### src/rtl/fpu_result_collector.sv
// fpu_result_collector
// Receive-side collector for the FPU add/sub result stream. Each incoming
// single-precision word is classified (zero / denormal / normal / inf / NaN),
// buffered with its class in a small FIFO, and drained through a
// valid/ready interface. Saturating per-class statistics and a drop counter
// with a sticky overflow flag give a debug view of the traffic.

module fpu_result_collector #(
    parameter int DEPTH = 8,
    parameter int CNT_W = 16
) (
    input  logic             clk,
    input  logic             arst_n,
    input  logic             in_valid,
    input  logic [31:0]      in_data,
    input  logic             out_ready,
    output logic             out_valid,
    output logic [31:0]      out_data,
    output logic [2:0]       out_class,
    output logic             full,
    output logic             empty,
    input  logic             clr_stats,
    output logic [CNT_W-1:0] zero_cnt,
    output logic [CNT_W-1:0] denorm_cnt,
    output logic [CNT_W-1:0] normal_cnt,
    output logic [CNT_W-1:0] inf_cnt,
    output logic [CNT_W-1:0] nan_cnt,
    output logic [CNT_W-1:0] drop_cnt,
    output logic             overflow
);

    localparam int AW = $clog2(DEPTH);

    typedef enum logic [2:0] {
        CLS_ZERO   = 3'd0,
        CLS_DENORM = 3'd1,
        CLS_NORMAL = 3'd2,
        CLS_INF    = 3'd3,
        CLS_NAN    = 3'd4
    } cls_e;

    // Pointers carry one extra wrap bit so full and empty are distinguishable.
    logic [AW:0]      r_wr_ptr;
    logic [AW:0]      r_rd_ptr;
    logic [34:0]      r_mem [DEPTH];

    logic [CNT_W-1:0] r_zero_cnt;
    logic [CNT_W-1:0] r_denorm_cnt;
    logic [CNT_W-1:0] r_normal_cnt;
    logic [CNT_W-1:0] r_inf_cnt;
    logic [CNT_W-1:0] r_nan_cnt;
    logic [CNT_W-1:0] r_drop_cnt;
    logic             r_overflow;

    cls_e             w_class;
    logic             w_full;
    logic             w_empty;
    logic             w_pop;
    logic             w_push;
    logic             w_drop;
    logic [34:0]      w_head;

    function automatic logic [CNT_W-1:0] sat_inc(input logic [CNT_W-1:0] v);
        return (&v) ? v : v + CNT_W'(1);
    endfunction

    // Classify the incoming word from its exponent and mantissa fields; sign is ignored.
    always_comb begin
        // NOTE: default assigned first so every path drives w_class and no latch is inferred.
        w_class = CLS_NORMAL;
        if (in_data[30:23] == 8'hFF) begin
            w_class = (in_data[22:0] != 23'd0) ? CLS_NAN : CLS_INF;
        end else if (in_data[30:23] == 8'h00) begin
            w_class = (in_data[22:0] != 23'd0) ? CLS_DENORM : CLS_ZERO;
        end
    end

    assign w_full  = (r_wr_ptr[AW] != r_rd_ptr[AW]) &&
                     (r_wr_ptr[AW-1:0] == r_rd_ptr[AW-1:0]);
    assign w_empty = (r_wr_ptr == r_rd_ptr);

    // A pop needs a visible head, so an empty FIFO can never pop; a full
    // FIFO may still accept a push when the head leaves in the same cycle.
    assign w_pop   = !w_empty && out_ready;
    assign w_push  = in_valid && (!w_full || w_pop);
    assign w_drop  = in_valid && w_full && !w_pop;

    assign w_head  = r_mem[r_rd_ptr[AW-1:0]];

    // Head is driven from registered storage only; no in->out combinational path.
    assign out_valid  = !w_empty;
    assign out_data   = w_empty ? 32'd0 : w_head[31:0];
    assign out_class  = w_empty ? 3'd0  : w_head[34:32];
    assign full       = w_full;
    assign empty      = w_empty;

    assign zero_cnt   = r_zero_cnt;
    assign denorm_cnt = r_denorm_cnt;
    assign normal_cnt = r_normal_cnt;
    assign inf_cnt    = r_inf_cnt;
    assign nan_cnt    = r_nan_cnt;
    assign drop_cnt   = r_drop_cnt;
    assign overflow   = r_overflow;

    // Write the classified entry into storage on every accepted push.
    always_ff @(posedge clk) begin
        // NOTE: storage has no reset; validity is defined solely by the pointers.
        if (arst_n && w_push) begin
            r_mem[r_wr_ptr[AW-1:0]] <= {w_class, in_data};
        end
    end

    // Advance read/write pointers; reset discards every buffered entry.
    always_ff @(posedge clk) begin
        // NOTE: sequential state uses non-blocking assignments so all flops update together.
        if (!arst_n) begin
            r_wr_ptr <= '0;
            r_rd_ptr <= '0;
        end else begin
            if (w_push) begin
                r_wr_ptr <= r_wr_ptr + 1'b1;
            end
            if (w_pop) begin
                r_rd_ptr <= r_rd_ptr + 1'b1;
            end
        end
    end

    // Statistics: reset beats clear, clear beats increment; counters saturate.
    always_ff @(posedge clk) begin
        if (!arst_n || clr_stats) begin
            r_zero_cnt   <= '0;
            r_denorm_cnt <= '0;
            r_normal_cnt <= '0;
            r_inf_cnt    <= '0;
            r_nan_cnt    <= '0;
            r_drop_cnt   <= '0;
            r_overflow   <= 1'b0;
        end else begin
            if (w_push) begin
                case (w_class)
                    CLS_ZERO:   r_zero_cnt   <= sat_inc(r_zero_cnt);
                    CLS_DENORM: r_denorm_cnt <= sat_inc(r_denorm_cnt);
                    CLS_NORMAL: r_normal_cnt <= sat_inc(r_normal_cnt);
                    CLS_INF:    r_inf_cnt    <= sat_inc(r_inf_cnt);
                    CLS_NAN:    r_nan_cnt    <= sat_inc(r_nan_cnt);
                    default:    ;
                endcase
            end
            if (w_drop) begin
                r_drop_cnt <= sat_inc(r_drop_cnt);
                r_overflow <= 1'b1;
            end
        end
    end

endmodule

### config.mk
export PLATFORM = sky130hd
export DESIGN_NAME = fpu_result_collector
export DESIGN_NICKNAME = d
export VERILOG_FILES = /design/src/rtl/fpu_result_collector.sv
export SDC_FILE = /design/constraint.sdc
export NUM_CORES = 1
export LEC_CHECK = 0
export CORE_MARGIN = 2
export CORE_UTILIZATION = 51
export CTS_CLUSTER_DIAMETER = 200
export CTS_CLUSTER_SIZE = 10
export DETAILED_ROUTE_END_ITERATION = 16
export HOLD_SLACK_MARGIN = 0.05
export PLACE_DENSITY_LB_ADDON = 0.15
export SYNTH_ARGS = -nofsm -noshare
export SYNTH_HDL_FRONTEND = slang
export SYNTH_SLANG_ARGS = --single-unit
### constraint.sdc
create_clock -name clk -period 5.39 [get_ports clk]
set_clock_uncertainty 0.2 [all_clocks]
set_input_delay 1.078 -clock clk [delete_from_list [all_inputs] [get_ports clk]]
set_output_delay 1.078 -clock clk [all_outputs]
set_load 0.05 [all_outputs]
[Word level (Yosys, flattened, before mapping)]
Memory sizes are Yosys's and may differ from the RTL's. A register that Yosys moved wholly into a read port is not among the register bits.
Cells that the tools add are included.
Word-level totals
  bits in registers: 105
  memory bits (writable): 280
  output and inout bits: 135
  memories: 1
Memories
  r_mem: depth 8, width 35, read ports 1, clocked after Yosys merged registers in 1, write ports 1, RTL line 45  | logic [34:0] r_mem [DEPTH];
Cells by class
  add/sub/neg operators: 8
  equal/unequal tests: 8
  muxes and demuxes: 10
  bitwise operators: 6
  reduce and logical (&&, ||, !) cells: 27
Operator list (number)
  $add 16x1->16 const B: 6
  $reduce_and 16->1: 6
  $mux 32: 1
  $reduce_bool 23->1: 1
  $mux 3: 5
  $reduce_and 3->1: 5
  $add 4x1->4 const B: 2
  $eq 8x8->1 const B: 1
  $logic_not 8->1: 1
  $eq 3x2->1 const B: 2
  $logic_and 1x1->1: 6
  $not 1->1: 6
  $eq 4x4->1: 1
  $logic_not 1->1: 4
  $eq 3x1->1 const B: 1
  $eq 3x3->1: 1
  $eq 3x3->1 const B: 1
  $logic_not 3->1: 1
  $mux 1: 3
  $logic_or 1x1->1: 2
  $mux 2: 1
  $reduce_and 2->1: 1
  $ne 1x1->1: 1

[Logic depth before layout (Yosys ltp)]
Gate-level depths: netlist of the first run.
  depth after elaboration: 8
  depth in mapped cells: 10
  mapped depth without buffers: 7

[Worst setup path before layout of the first run]
No wires, ideal clock.
  path kind: input -> register
  start point: input out_ready
  end point: memory r_mem[0][0], enable pin
  setup time: 0.515 ns
  arrival time: 5.020 ns
  required time: 4.675 ns
  setup slack: -0.345 ns
  stages: 3
  path through: clkbuf_1 -> o21ai_1 -> nor4_1
Between the ends
  cells in the longest elaborated chain, start to end: 6
Ends and longest elaborated chain
  start, declared: RTL line 16  | input logic out_ready,
  $logic_and 1x1->1: RTL line 84  | assign w_pop = !w_empty && out_ready;
  $logic_or 1x1->1: RTL line 85  | assign w_push = in_valid && (!w_full || w_pop);
  $logic_and 1x1->1: RTL line 85
  $logic_and 1x1->1: RTL line 108  | if (arst_n && w_push) begin
  $mux 1: RTL line 108
  $mux 1 (not written as such): RTL line 109  | r_mem[r_wr_ptr[AW-1:0]] <= {w_class, in_data};
  end, declared: RTL line 45
Every way passes these cells.

==> results of run 1 <==
[final cells by class]
cell class | count | area, sq um
clock buffers | 66 | 1210
well taps | 396 | 495
repair buffers | 198 | 1960
clock inverters | 2 | 40.0
diodes | 1 | 2.50
fillers | 2272 | 11100
multi-input cells | 637 | 5150
inverters | 21 | 81.3
flip-flops and latches | 388 | 10600
[where the power goes]
group | internal, mW | switching [mW]
clock | 1.55 | 1.10
sequential | 3.24 | 0.0589
combinational | 0.482 | 0.696
[flip-flops by register name (all words and copies together) (netlist names), named ones only]
signal / cells
r_mem: 280
denorm_cnt: 16
drop_cnt: 16
inf_cnt: 16
nan_cnt: 16
normal_cnt: 16
zero_cnt: 16
r_rd_ptr: 4
r_wr_ptr: 4
overflow: 1
[worst min-delay path, cell delays in order (launching register included)]
cell and delay, ps:
sky130_fd_sc_hd__dfxtp_1 340, sky130_fd_sc_hd__a21oi_1 50, sky130_fd_sc_hd__nor2_1 70
[layout by cell type (no fill, tap or decap), types with 11 or more instances in the layout]
master,count
sky130_fd_sc_hd__o21ai_0,15
sky130_fd_sc_hd__nor2_1,119
sky130_fd_sc_hd__dfxtp_1,105
sky130_fd_sc_hd__mux4_2,70
sky130_fd_sc_hd__nand3_1,33
sky130_fd_sc_hd__buf_4,23
sky130_fd_sc_hd__inv_1,20
sky130_fd_sc_hd__or3_1,11
sky130_fd_sc_hd__a21oi_1,26
sky130_fd_sc_hd__edfxtp_1,280
sky130_fd_sc_hd__nor3_1,17
sky130_fd_sc_hd__nand2_1,54
sky130_fd_sc_hd__xor2_1,28
sky130_fd_sc_hd__clkdlybuf4s50_1,171
sky130_fd_sc_hd__and3_1,22
sky130_fd_sc_hd__nand4_1,37
sky130_fd_sc_hd__clkbuf_1,20
sky130_fd_sc_hd__nor4_1,21
sky130_fd_sc_hd__clkbuf_16,45
sky130_fd_sc_hd__mux2i_1,46
sky130_fd_sc_hd__xnor2_1,38
sky130_fd_sc_hd__and2_1,11
[how the worst min path moves through the flow]
stage,slack (ps),startpoint,end,cells after the start
6_report,290,overflow$_SDFFE_PP0P_,overflow$_SDFFE_PP0P_,2
5_1_grt,310,overflow$_SDFFE_PP0P_,overflow$_SDFFE_PP0P_,2
4_1_cts,290,denorm_cnt[14]$_SDFFE_PP0P_,denorm_cnt[14]$_SDFFE_PP0P_,2
3_5_place_dp,280,normal_cnt[4]$_SDFFE_PP0P_,normal_cnt[4]$_SDFFE_PP0P_,2
3_3_place_gp,270,normal_cnt[4]$_SDFFE_PP0P_,normal_cnt[4]$_SDFFE_PP0P_,2
2_1_floorplan,330,r_rd_ptr[3]$_SDFFE_PN0P_,r_rd_ptr[3]$_SDFFE_PN0P_,2
[cell families after synthesis]
logic type                 Yosys count
and+or+nand+nor                    377
muxes                              116
DFF                                388
buffers and inverters               72
xor gates and xnor gates            67
AOI/OAI and AO/OA                   69
adders and majority gates            8
[per-layer routing]
| metal | vias up | wire [um] | track usage (%) |
|---|---|---|---|
| met5 | - | 0 | 0 |
| met4 | 0 | 596 | 5.26 |
| met3 | 47 | 2400 | 5.32 |
| met2 | 273 | 16500 | 34.2 |
| met1 | 4894 | 15400 | 29.7 |
| li1 | 4574 | - | - |
[metrics by stage]
step	cell area, sq um	power [mW]	hold slack (ps)	setup TNS (ps)	util (%)
6_report	19500	7.12	286	0	63.7
5_1_grt	19500	7.38	310	0	63.7
4_1_cts	19500	7.21	293	0	63.7
3_5_place_dp	18300	4.56	281	0	59.6
3_3_place_gp	18300	4.54	269	0	59.6
2_1_floorplan	16000	4.16	327	-24170	-
==> results, run 1 <==
- The flow ran to the end, and the final reports show no timing, DRC or antenna violations.
- The most frequently used cell type in the post-synthesis netlist is sky130_fd_sc_hd__edfxtp_1.
- The worst hold path belongs to the class flip-flop to flip-flop.
- Together, buffers and inverters on the worst path number 2.
- Ranked by instance count, the synthesized netlist is headed by sky130_fd_sc_hd__edfxtp_1 (280), sky130_fd_sc_hd__nor2_1 (121), sky130_fd_sc_hd__dfxtp_1 (108).
- The most used flip-flop cell after synthesis is sky130_fd_sc_hd__edfxtp_1.
- The count of hold buffers inserted by post-cts repair is 0.
- The layout net count is 1,335.
- The first global-routing pass estimated between 50 and 60 mm of wire.
- After detailed placement, the design holds a cell count of between 1,500 and 2,000.
- The count of maximum capacitance violations is 0.
- After synthesis, the share of flip-flops with an asynchronous set or reset is 0%.
- The maximum number of pins on one net before global-route repair is 39.
- Setup slack on the worst reg-to-reg path comes out at 1800 ps.
- Sequential elements use 66.2% of the synthesized area.
- The final instance count without filler cells is 1,709.
- The largest family of logic cells by synthesized area is multiplexers.
- The adder and majority cell fraction of the synthesized area is less than 1%.
- The number of buffers on the longest clock path is 3.
- The worst path meets setup with 905 ps of slack.
- At the pin with the least slew margin, the transition time is 1220 ps.
- The count of final hold-check violations is 0.
- The maximum operating frequency is 223 MHz.
- For the worst setup path, the data required time is 4110 ps.
- The post-synthesis instance area is 0.0160 sq mm.
- The initialized floorplan defines 64 standard-cell rows.
- The total number of yosys warnings is 0.
- On the worst path, the slowest cell contributes a delay of 760 ps.
- The net count of the mapped netlist is 1,142.
- Once the floorplan was initialized, standard cells occupied 52.0% of the core.
- Summed over all layers, the global routing overflow is 0.
- The congestion estimate from routability-driven global placement came to 0.775.
- The count of final max-slew check failures is 0.
- The cell count after synthesis is 1,097.
- The signal arrival time at the worst endpoint is 3210 ps.
- The total via count after detailed routing is 9,788.
- During placement, the flow inserted port buffers numbering 171.
- Summed over all layers, the routed wires come to 34.9 mm.
- Traced cell by cell, the critical path runs through buf_12, mux4_2, mux2i_1, nor2_1, clkdlybuf4s50_1.
- Clock tree synthesis inserted a total of 44 buffers.
- The total routing resource utilization after global routing is 21.4%.
- Setup repair after global routing left no endpoint under its margin.
- The critical path depth is 5.
- Detailed placement finished with a half-perimeter wire length of 21.1 mm.
- The reg-to-reg critical path startpoint is r_wr_ptr[1]$_SDFFE_PN0P_.
- Pin placement for this block handled 172 I/O pins.
- In this run, synthesis produced a sequential element count of 388.
- The top cell family by delay on the critical path is buffers and inverters.
- By area the synthesized netlist is led by sky130_fd_sc_hd__edfxtp_1 (53%), sky130_fd_sc_hd__dfxtp_1 (14%), sky130_fd_sc_hd__mux4_2 (9.9%), sky130_fd_sc_hd__mux2i_1 (2.9%), sky130_fd_sc_hd__nor2_1 (2.8%).
- The worst-case reg-to-reg path depth is 7.
- The detail route stage leaves a number of antenna-violating nets equal to 0.
- The number of sinks driven by the clock tree is 388.
- The share of post-route cells with drive strength above 1 is between 10 and 15%.
- The cell sitting at the root of the clock tree is a sky130_fd_sc_hd__clkbuf_16.
- The floorplan step set the die height to 181 um.
- The portion of synthesized cell area occupied by the leading cell type is 52.7%.
- The CTS tree is built.
- After the first detailed-routing iteration, the DRC count stood at 695.
- The compound-cell area share of the yosys netlist is under 10%.
- The reported leakage power is 6.19 nW.
- The via-per-instance ratio is 5.73.
- After synthesis, the netlist uses 53 different library cells.
- Dividing the final minimum period by the clock period gives approximately 83%.
- The number of remaining DRC errors is 0.
- The largest fanout of any net on the critical path is 32.
- The largest total area in the synthesized netlist belongs to sky130_fd_sc_hd__edfxtp_1.
- The number of gates resized after CTS was 0.
- The final critical-path required period is 4490 ps.
- The number of setup buffers added after CTS is 0.
- The number of endpoints failing setup at the final stage is 0.
- After synthesis, the share of cell area in mux cells is 12.8%.
- STA classifies the critical path endpoint as an output pin.
- STA classifies the critical path startpoint as a flip-flop.
- On the critical path, the stage with the largest delay is an instance of sky130_fd_sc_hd__dfxtp_4.
- Dividing the synthesized area by the synthesized cell count gives between 10 and 15 sq um.
- The endpoint identified for the worst register-to-register timing path is r_mem[3][16]$_DFFE_PP_.
- The category of the critical setup timing path is flip-flop to output pin.
- The initial antenna violation count is 1.
- The overall die width is 181 um.
- The core region is just over 0.03 sq mm.
- The synthesis-to-finish area growth is 22.4%.
- The worst slack at placement is 1140 ps.
- The xor and xnor area share after synthesis is 3.72%.
- For this design the ratio of total power to cell area is 365 mW/mm^2.
- The full die area is 0.0327 sq mm.
- The capture point of the worst path is out_data[12].
- The worst slew margin relative to its limit is about a fifth.
- The largest voltage drop on the vdd net is 0.226 mV.
- The deepest level of the CTS H-tree is 2.
- The via count of the first global-routing pass is 9,844.
- The simple-gate area share of the yosys netlist is 11.9%.
- The CTS clock-pin slew for the worst setup and hold paths is 60 ps.
- The first TritonRoute pass finished after 5 iterations.
- The synthesized design contains 280 enable-type register cells.
- The routed wire length per instance is 20.4 um.
- The clock insertion delay at the later pin of the skew report is 540 ps.
(Power assumes the default switching activity.)
==> inputs of run 2 (changes only) <==
CORE_UTILIZATION = 56   (was 51)
clock period = 4.43 ns   (was 5.39 ns; I/O delays follow)
==> results, run 2 (synthesized netlist as in run 1, its figures left out) <==
- The effective utilization at floorplan is 57.1% (+5.1 points).
- The final antenna-violating net count was 0 (unchanged).
- The number of inserted filler cells in the final layout was 1,926 (-15%).
- The startpoint type of the worst setup path is a flip-flop.
- The full die area is 0.0299 sq mm (-8.7%).
- The share of post-route cells with drive strength above 1 was 13.5% (-0.066 points).
- The area used by sequential logic in the layout is 0.0106 sq mm (unchanged).
- The signal on the critical path passes through xor2_2, nor4b_2, buf_12, nor2_1, clkdlybuf4s50_1.
- The final instance count without filler cells is 1,689 (-1.2%).
- The via count of the first global-routing pass is 9,893 (+0.50%).
- The maximum operating frequency is ~250 MHz.
- The deepest level of the CTS H-tree is 2 (unchanged).
- The largest fanout of any net on the critical path was 36 (+13%).
- The largest voltage drop on the vdd net is 0.256 mV (+13%).
- The number of sinks driven by the clock tree is 388 (unchanged).
- The final cell area excluding filler cells is 0.0195 sq mm (about the same).
- The layout net count is 1,335 (unchanged).
- The number of buffers inserted by post-CTS setup repair is 0 (unchanged).
- The number of placed instances, taps included is 1,622 (-1.1%).
- The multi-input logic area is 0.00515 sq mm (unchanged).
- The total via count after detailed routing is 9,802 (+0.14%).
- The number of buffers on the longest clock path came to 3 (unchanged).
- The floorplan core area is 0.0279 sq mm (-8.9%).
- The count of buffer and inverter cells on the critical path came to 2 (unchanged).
- The count of pins on the block boundary was 172 (unchanged).
- Among all stages on the critical path, the largest delay is contributed by sky130_fd_sc_hd__clkdlybuf4s50_1.
- The initial antenna violation count is 0 (-1).
- The overall power of the completed layout is 8.60 mW (+21%).
- The post-place instance area is 0.0183 sq mm (+0.29%).
- The clock tree root driver cell is sky130_fd_sc_hd__clkbuf_16.
- The height of the die is 173 um (-4.5%).
- The count of final max-slew check failures was 0 (unchanged).
- The final critical-path required period is roughly 4000 ps.
- The switching fraction of total power is 26.0% (-0.10 points).
- The reported leakage power came to 6.19 nW (about the same).
- The internal power is 6.37 mW (+21%).
- The kind of cell with the highest combined delay along the critical path is buffers and inverters.
- The worst-margin pin slew is 1170 ps (-48.8 ps).
- The row count is 61 (-4.7%).
- The share of total power in sequential cells came to 46.2% (about the same).
- Setup repair after global routing left no endpoint under its margin.
- The first-pass GRT wire length was 53.9 mm (-2.4%).
- The number of CTS-inserted buffers was 44 (unchanged).
- The worst slew margin relative to its limit is 22.1% (+3.3 points).
- The signal arrival time at the worst endpoint is 2910 ps (-300 ps).
- The worst slack at placement is 316 ps (-822 ps).
- The number of buffers inserted by port buffering is 171 (unchanged).
- The routability-driven placement congestion ratio is 0.823 (+6.2%).
- The maximum number of pins on one net before global-route repair was 71 (+82%).
- The post-route core utilization is 69.9% (+6.3 points).
- The number of search-and-repair iterations in the first detailed-routing pass is 5 (unchanged).
- The number of remaining DRC errors is 0 (unchanged).
- The CTS clock-pin slew for the worst setup and hold paths is 60 ps (about the same).
- The worst path required time was 3340 ps (-770 ps).
- The critical path endpoint category is an output pin.
- The remaining global-route overflow was 0 (unchanged).
- The worst setup path is of the flip-flop to output pin kind.
- The routed wire length per instance is 20.1 um (-1.3%).
- The count of inserted antenna diode cells is 0 (-1).
- The library cell used most frequently in the layout, excluding fill and tap cells, is sky130_fd_sc_hd__edfxtp_1.
- The share of the clock period used by the worst path after layout is between 90 and 100%.
- The class of the worst hold path is flip-flop to flip-flop.
- The least setup slack across all paths after layout is 435 ps (-469 ps).
- The fraction of power consumed by the clock network is 36.5% (-0.7 points).
- The run finished with clean final reports.
- The CTS tree is built.
- The post-DP HPWL was 20.5 mm (-3.1%).
- The number of violations reported at the end of detailed-routing iteration 0 is 800 (+15%).
- The number of endpoints failing setup at the final stage came to 0 (unchanged).
- The count of maximum capacitance violations is 0 (unchanged).
- The count of hold buffers inserted by post-cts repair is 0 (unchanged).
- The synthesis-to-finish area growth is 22.4% (about the same).
- The flip-flop count of the largest register after layout is 280 (unchanged).
- The count of cells resized by post-cts repair is 0 (unchanged).
- The combinational share of power is 17.3% (+0.8 points).
- The delay of the slowest cell on the worst path is 770 ps (about the same).
- The via-per-instance ratio came to 5.80 (+1.3%).
- The clock insertion delay at the later pin of the skew report is 530 ps (about the same).
- The library cells used most frequently in the layout, excluding fill and tap cells, are sky130_fd_sc_hd__edfxtp_1 (280), sky130_fd_sc_hd__clkdlybuf4s50_1 (171), sky130_fd_sc_hd__nor2_1 (119).
- The overall die width is 173 um (-4.5%).
- The wire length reported by the detailed router is 34.0 mm (-2.5%).
- The count of final hold-check violations came to 0 (unchanged).
- The total routing resource utilization after global routing is 22.9% (+1.5 points).
- The net switching component of the power is 2.23 mW (+20%).
- The total power divided by cell area is 440 mW/mm^2 (+21%).
==> run 2: area by class of cell <==
type / count / area share [%]
Sequential cell: 388 / 54.1
Multi-Input combinational cell: 637 / 26.4
Clock buffer: 65 / 6.09
Tap cell: 378 / 2.42
Timing Repair Buffer: 198 / 10.4
Inverter: 21 / 0.416
Clock inverter: 2 / 0.128
==> run 2: final timing paths <==
path | startpoint | to | slack (ps) | cells past startpoint
max | r_wr_ptr[1]$_SDFFE_PN0P_ | out_class[1] | 440 | 5
min | nan_cnt[9]$_SDFFE_PP0P_ | nan_cnt[9]$_SDFFE_PP0P_ | 290 | 2
max reg2reg | r_wr_ptr[1]$_SDFFE_PN0P_ | normal_cnt[4]$_SDFFE_PP0P_ | 1070 | 7
min reg2reg | nan_cnt[9]$_SDFFE_PP0P_ | nan_cnt[9]$_SDFFE_PP0P_ | 290 | 2
==> run 2: power groups by stage <==
stage	combinational, mW	clock, mW	sequential (mW)
floorplan	1.03	0	4.03
global placement	1.50	0	4.04
detailed placement	1.51	0	4.05
CTS	1.51	3.20	3.97
global route	1.58	3.35	3.97
finish	1.49	3.14	3.97
==> run 2: stage by stage <==
step	setup TNS, ps	hold WS [ps]
2_1_floorplan	-106180	327
3_3_place_gp	0	274
3_5_place_dp	0	283
4_1_cts	0	294
5_1_grt	0	310
6_report	0	291
==> run 2: worst register-to-register path: stages, from the launching register on <==
cell	delay [ps]
sky130_fd_sc_hd__dfxtp_1	590
sky130_fd_sc_hd__xor2_2	140
sky130_fd_sc_hd__or4_1	610
sky130_fd_sc_hd__buf_4	230
sky130_fd_sc_hd__o221ai_1	890
sky130_fd_sc_hd__nor2_1	250
sky130_fd_sc_hd__nand4_1	200
sky130_fd_sc_hd__mux2i_1	180
==> run 2: layer usage <==
layer,up-vias,GRT usage (%),routed length [um]
met5,-,0,0
met4,0,6.43,782
met3,59,5.76,2310
met2,290,38.0,16500
met1,4880,30.4,14400
li1,4573,-,-
==> inputs of run 3 (changes only) <==
GPL_ROUTABILITY_DRIVEN = 0   (was not set)
SLEW_MARGIN = 20   (was not set)
==> results, run 3 (synthesized netlist as in run 1, its figures left out) <==
- The maximum number of pins on one net before global-route repair is 71 (unchanged).
- The minimum setup slack among reg-to-reg paths is 1220 ps (+150 ps).
- The worst register-to-register path begins at r_wr_ptr[1]$_SDFFE_PN0P_.
- The number of buffers on the longest clock path is 3 (unchanged).
- For hold timing, the worst endpoint is nan_cnt[9]$_SDFFE_PP0P_.
- The library cell used most frequently in the layout, excluding fill and tap cells, is sky130_fd_sc_hd__edfxtp_1.
- The total via count after detailed routing was 9,802 (unchanged).
- The worst setup path is captured at an output pin.
- The largest voltage drop on the vdd net is 0.256 mV (about the same).
- The count of maximum capacitance violations came to 0 (unchanged).
- The layout net count is 1,335 (unchanged).
- The share of the clock period used by the worst path after layout is 90.2% (about the same).
- The largest fanout of any net on the critical path is 36 (unchanged).
- The switching fraction of total power is 25.9% (about the same).
- The count of cells resized by post-cts repair is 0 (unchanged).
- The effective utilization at floorplan is 57.1% (unchanged).
- The startpoint type of the worst setup path is a flip-flop.
- By startpoint and endpoint, the worst setup path is classified as flip-flop to output pin.
- The worst hold path stage count was 2 (unchanged).
- The endpoint of the worst-slack reg-to-reg timing path is r_mem[2][12]$_DFFE_PP_.
- The wire length reported by the detailed router came to 34.1 mm (+0.16%).
- The fraction of power consumed by the clock network is 36.5% (about the same).
- In this run the worst hold path is classified as flip-flop to flip-flop.
- The run finished with clean final reports.
- The worst path required time is 3340 ps (about the same).
- The row count is 61 (unchanged).
- The least setup slack across all paths after layout was 435 ps (-0.113 ps).
- The CTS clock-pin slew for the worst setup and hold paths came to 60 ps (about the same).
- In the layout the commonest cells are sky130_fd_sc_hd__edfxtp_1 (280), sky130_fd_sc_hd__clkdlybuf4s50_1 (171), sky130_fd_sc_hd__nor2_1 (119).
- The signal arrival time at the worst endpoint is 2910 ps (about the same).
- The number of buffers inserted by post-CTS setup repair is 0 (unchanged).
- The clock tree root driver cell is sky130_fd_sc_hd__clkbuf_16.
- The first-pass GRT wire length is 53.9 mm (unchanged).
- TritonCTS built the clock tree.
- The worst hold slack across all endpoints came to 291 ps (-0.0130 ps).
- The count of final hold-check violations came to 0 (unchanged).
- The number of violations reported at the end of detailed-routing iteration 0 came to 770 (-3.8%).
- The number of buffers inserted by port buffering is 171 (unchanged).
- The number of search-and-repair iterations in the first detailed-routing pass was 5 (unchanged).
- The share of post-route cells with drive strength above 1 is 13.6% (+0.076 points).
- The overall die width was 173 um (unchanged).
- The via count of the first global-routing pass is 9,893 (unchanged).
- The internal power came to 6.37 mW (about the same).
- The share of total power in sequential cells is 46.2% (about the same).
- The number of CTS-inserted buffers is 44 (unchanged).
- The flip-flop count of the largest register after layout was 280 (unchanged).
- The number of inserted filler cells in the final layout is 1,924 (-0.10%).
- The synthesis-to-finish area growth came to 22.5% (about the same).
- The count of pins on the block boundary came to 172 (unchanged).
- The initial antenna violation count is 0 (unchanged).
- The count of final max-slew check failures came to 0 (unchanged).
- The worst-case reg-to-reg path depth is 6 (-1).
- The number of endpoints failing setup at the final stage is 0 (unchanged).
- The floorplan core area is 0.0279 sq mm (unchanged).
- The final critical-path required period is 3990 ps (+0.113 ps).
- The reported leakage power is 6.19 nW (about the same).
- The worst slack at placement is 316 ps (unchanged).
- The remaining global-route overflow is 0 (unchanged).
- The clock insertion delay at the later pin of the skew report is 530 ps (about the same).
- The count of hold buffers inserted by post-cts repair came to 0 (unchanged).
- The deepest level of the CTS H-tree is 2 (unchanged).
- The combinational share of power is 17.3% (about the same).
- The total power divided by cell area is 440 mW/mm^2 (about the same).
- The total routing resource utilization after global routing is 22.9% (unchanged).
- The worst slew margin relative to its limit came to 37.5% (+15 points).
- The worst hold path begins at nan_cnt[9]$_SDFFE_PP0P_.
- The number of sinks driven by the clock tree is 388 (unchanged).
- The height of the die is 173 um (unchanged).
- The final antenna-violating net count is 0 (unchanged).
- The overall power of the completed layout is 8.60 mW (about the same).
- The full die area came to 0.0299 sq mm (unchanged).
- The number of remaining DRC errors is 0 (unchanged).
- The maximum operating frequency was 250 MHz (about the same).
- Setup repair after global routing left no endpoint under its margin.
- The net switching component of the power is 2.23 mW (about the same).
- The count of inserted antenna diode cells came to 0 (unchanged).
- The via-per-instance ratio came to 5.80 (unchanged).
- The worst-margin pin slew is 927 ps (-242 ps).
- The post-DP HPWL came to 20.5 mm (unchanged).
- The routed wire length per instance is 20.2 um (+0.16%).
## run 3: power by group through the flow
stage,clock network [mW],registers [mW],logic (mW)
finish,3.14,3.97,1.49
detailed placement,0,4.05,1.51
floorplan,0,4.03,1.03
global route,3.35,3.97,1.58
global placement,0,4.04,1.50
CTS,3.20,3.97,1.51
## run 3: how the worst max path moves through the flow
stage                                  start  depth (start not counted)                         to
finish              r_wr_ptr[1]$_SDFFE_PN0P_                          5               out_class[1]
global route        r_wr_ptr[1]$_SDFFE_PN0P_                          5               out_class[1]
global placement                 in_data[16]                          8  zero_cnt[10]$_SDFFE_PP0P_
CTS                                flip-flop                          5                out_data[0]
floorplan                          out_ready                          3      r_mem[0][0]$_DFFE_PP_
detailed placement               in_data[16]                          5     r_mem[3][32]$_DFFE_PP_
## run 3: metrics by stage
| stage | instances | TNS (ps) | util, % | cell area [sq um] |
|---|---|---|---|---|
| final | 1689 | 0 | 70.0 | 19500 |
| after global placement | 1622 | 0 | 65.6 | 18300 |
| after detailed placement | 1622 | 0 | 65.6 | 18300 |
| after CTS | 1689 | 0 | 69.9 | 19500 |
| after floorplan | 1097 | -106180 | - | 16000 |
| after global routing | 1689 | 0 | 70.0 | 19500 |
## run 3: cell type report
cell class	count	area, sq um	area share, %
multi-input combinational	637	5160	26.4
tap	378	473	2.42
sequential	388	10600	54.1
inverter	21	81.3	0.416
clock inverter	2	25.0	0.128
clock buffer	65	1190	6.09
timing repair buffer	198	2040	10.4
## run 3: critical path, stage by stage (launching register included)
cell	delay, ps
sky130_fd_sc_hd__dfxtp_1	590
sky130_fd_sc_hd__xor2_2	140
sky130_fd_sc_hd__nor4b_2	480
sky130_fd_sc_hd__buf_12	290
sky130_fd_sc_hd__nor2_1	70
sky130_fd_sc_hd__clkdlybuf4s50_1	770
## run 3: per-layer routing
metal  vias to the layer above  global-route usage (%)  share of wire (%)
li1                       4568                       -                  -
met3                        57                    5.76                6.7
met4                         0                    6.43                2.1
met1                      4894                    30.4                 43
met2                       283                    38.0                 49
met5                         -                       0                  0
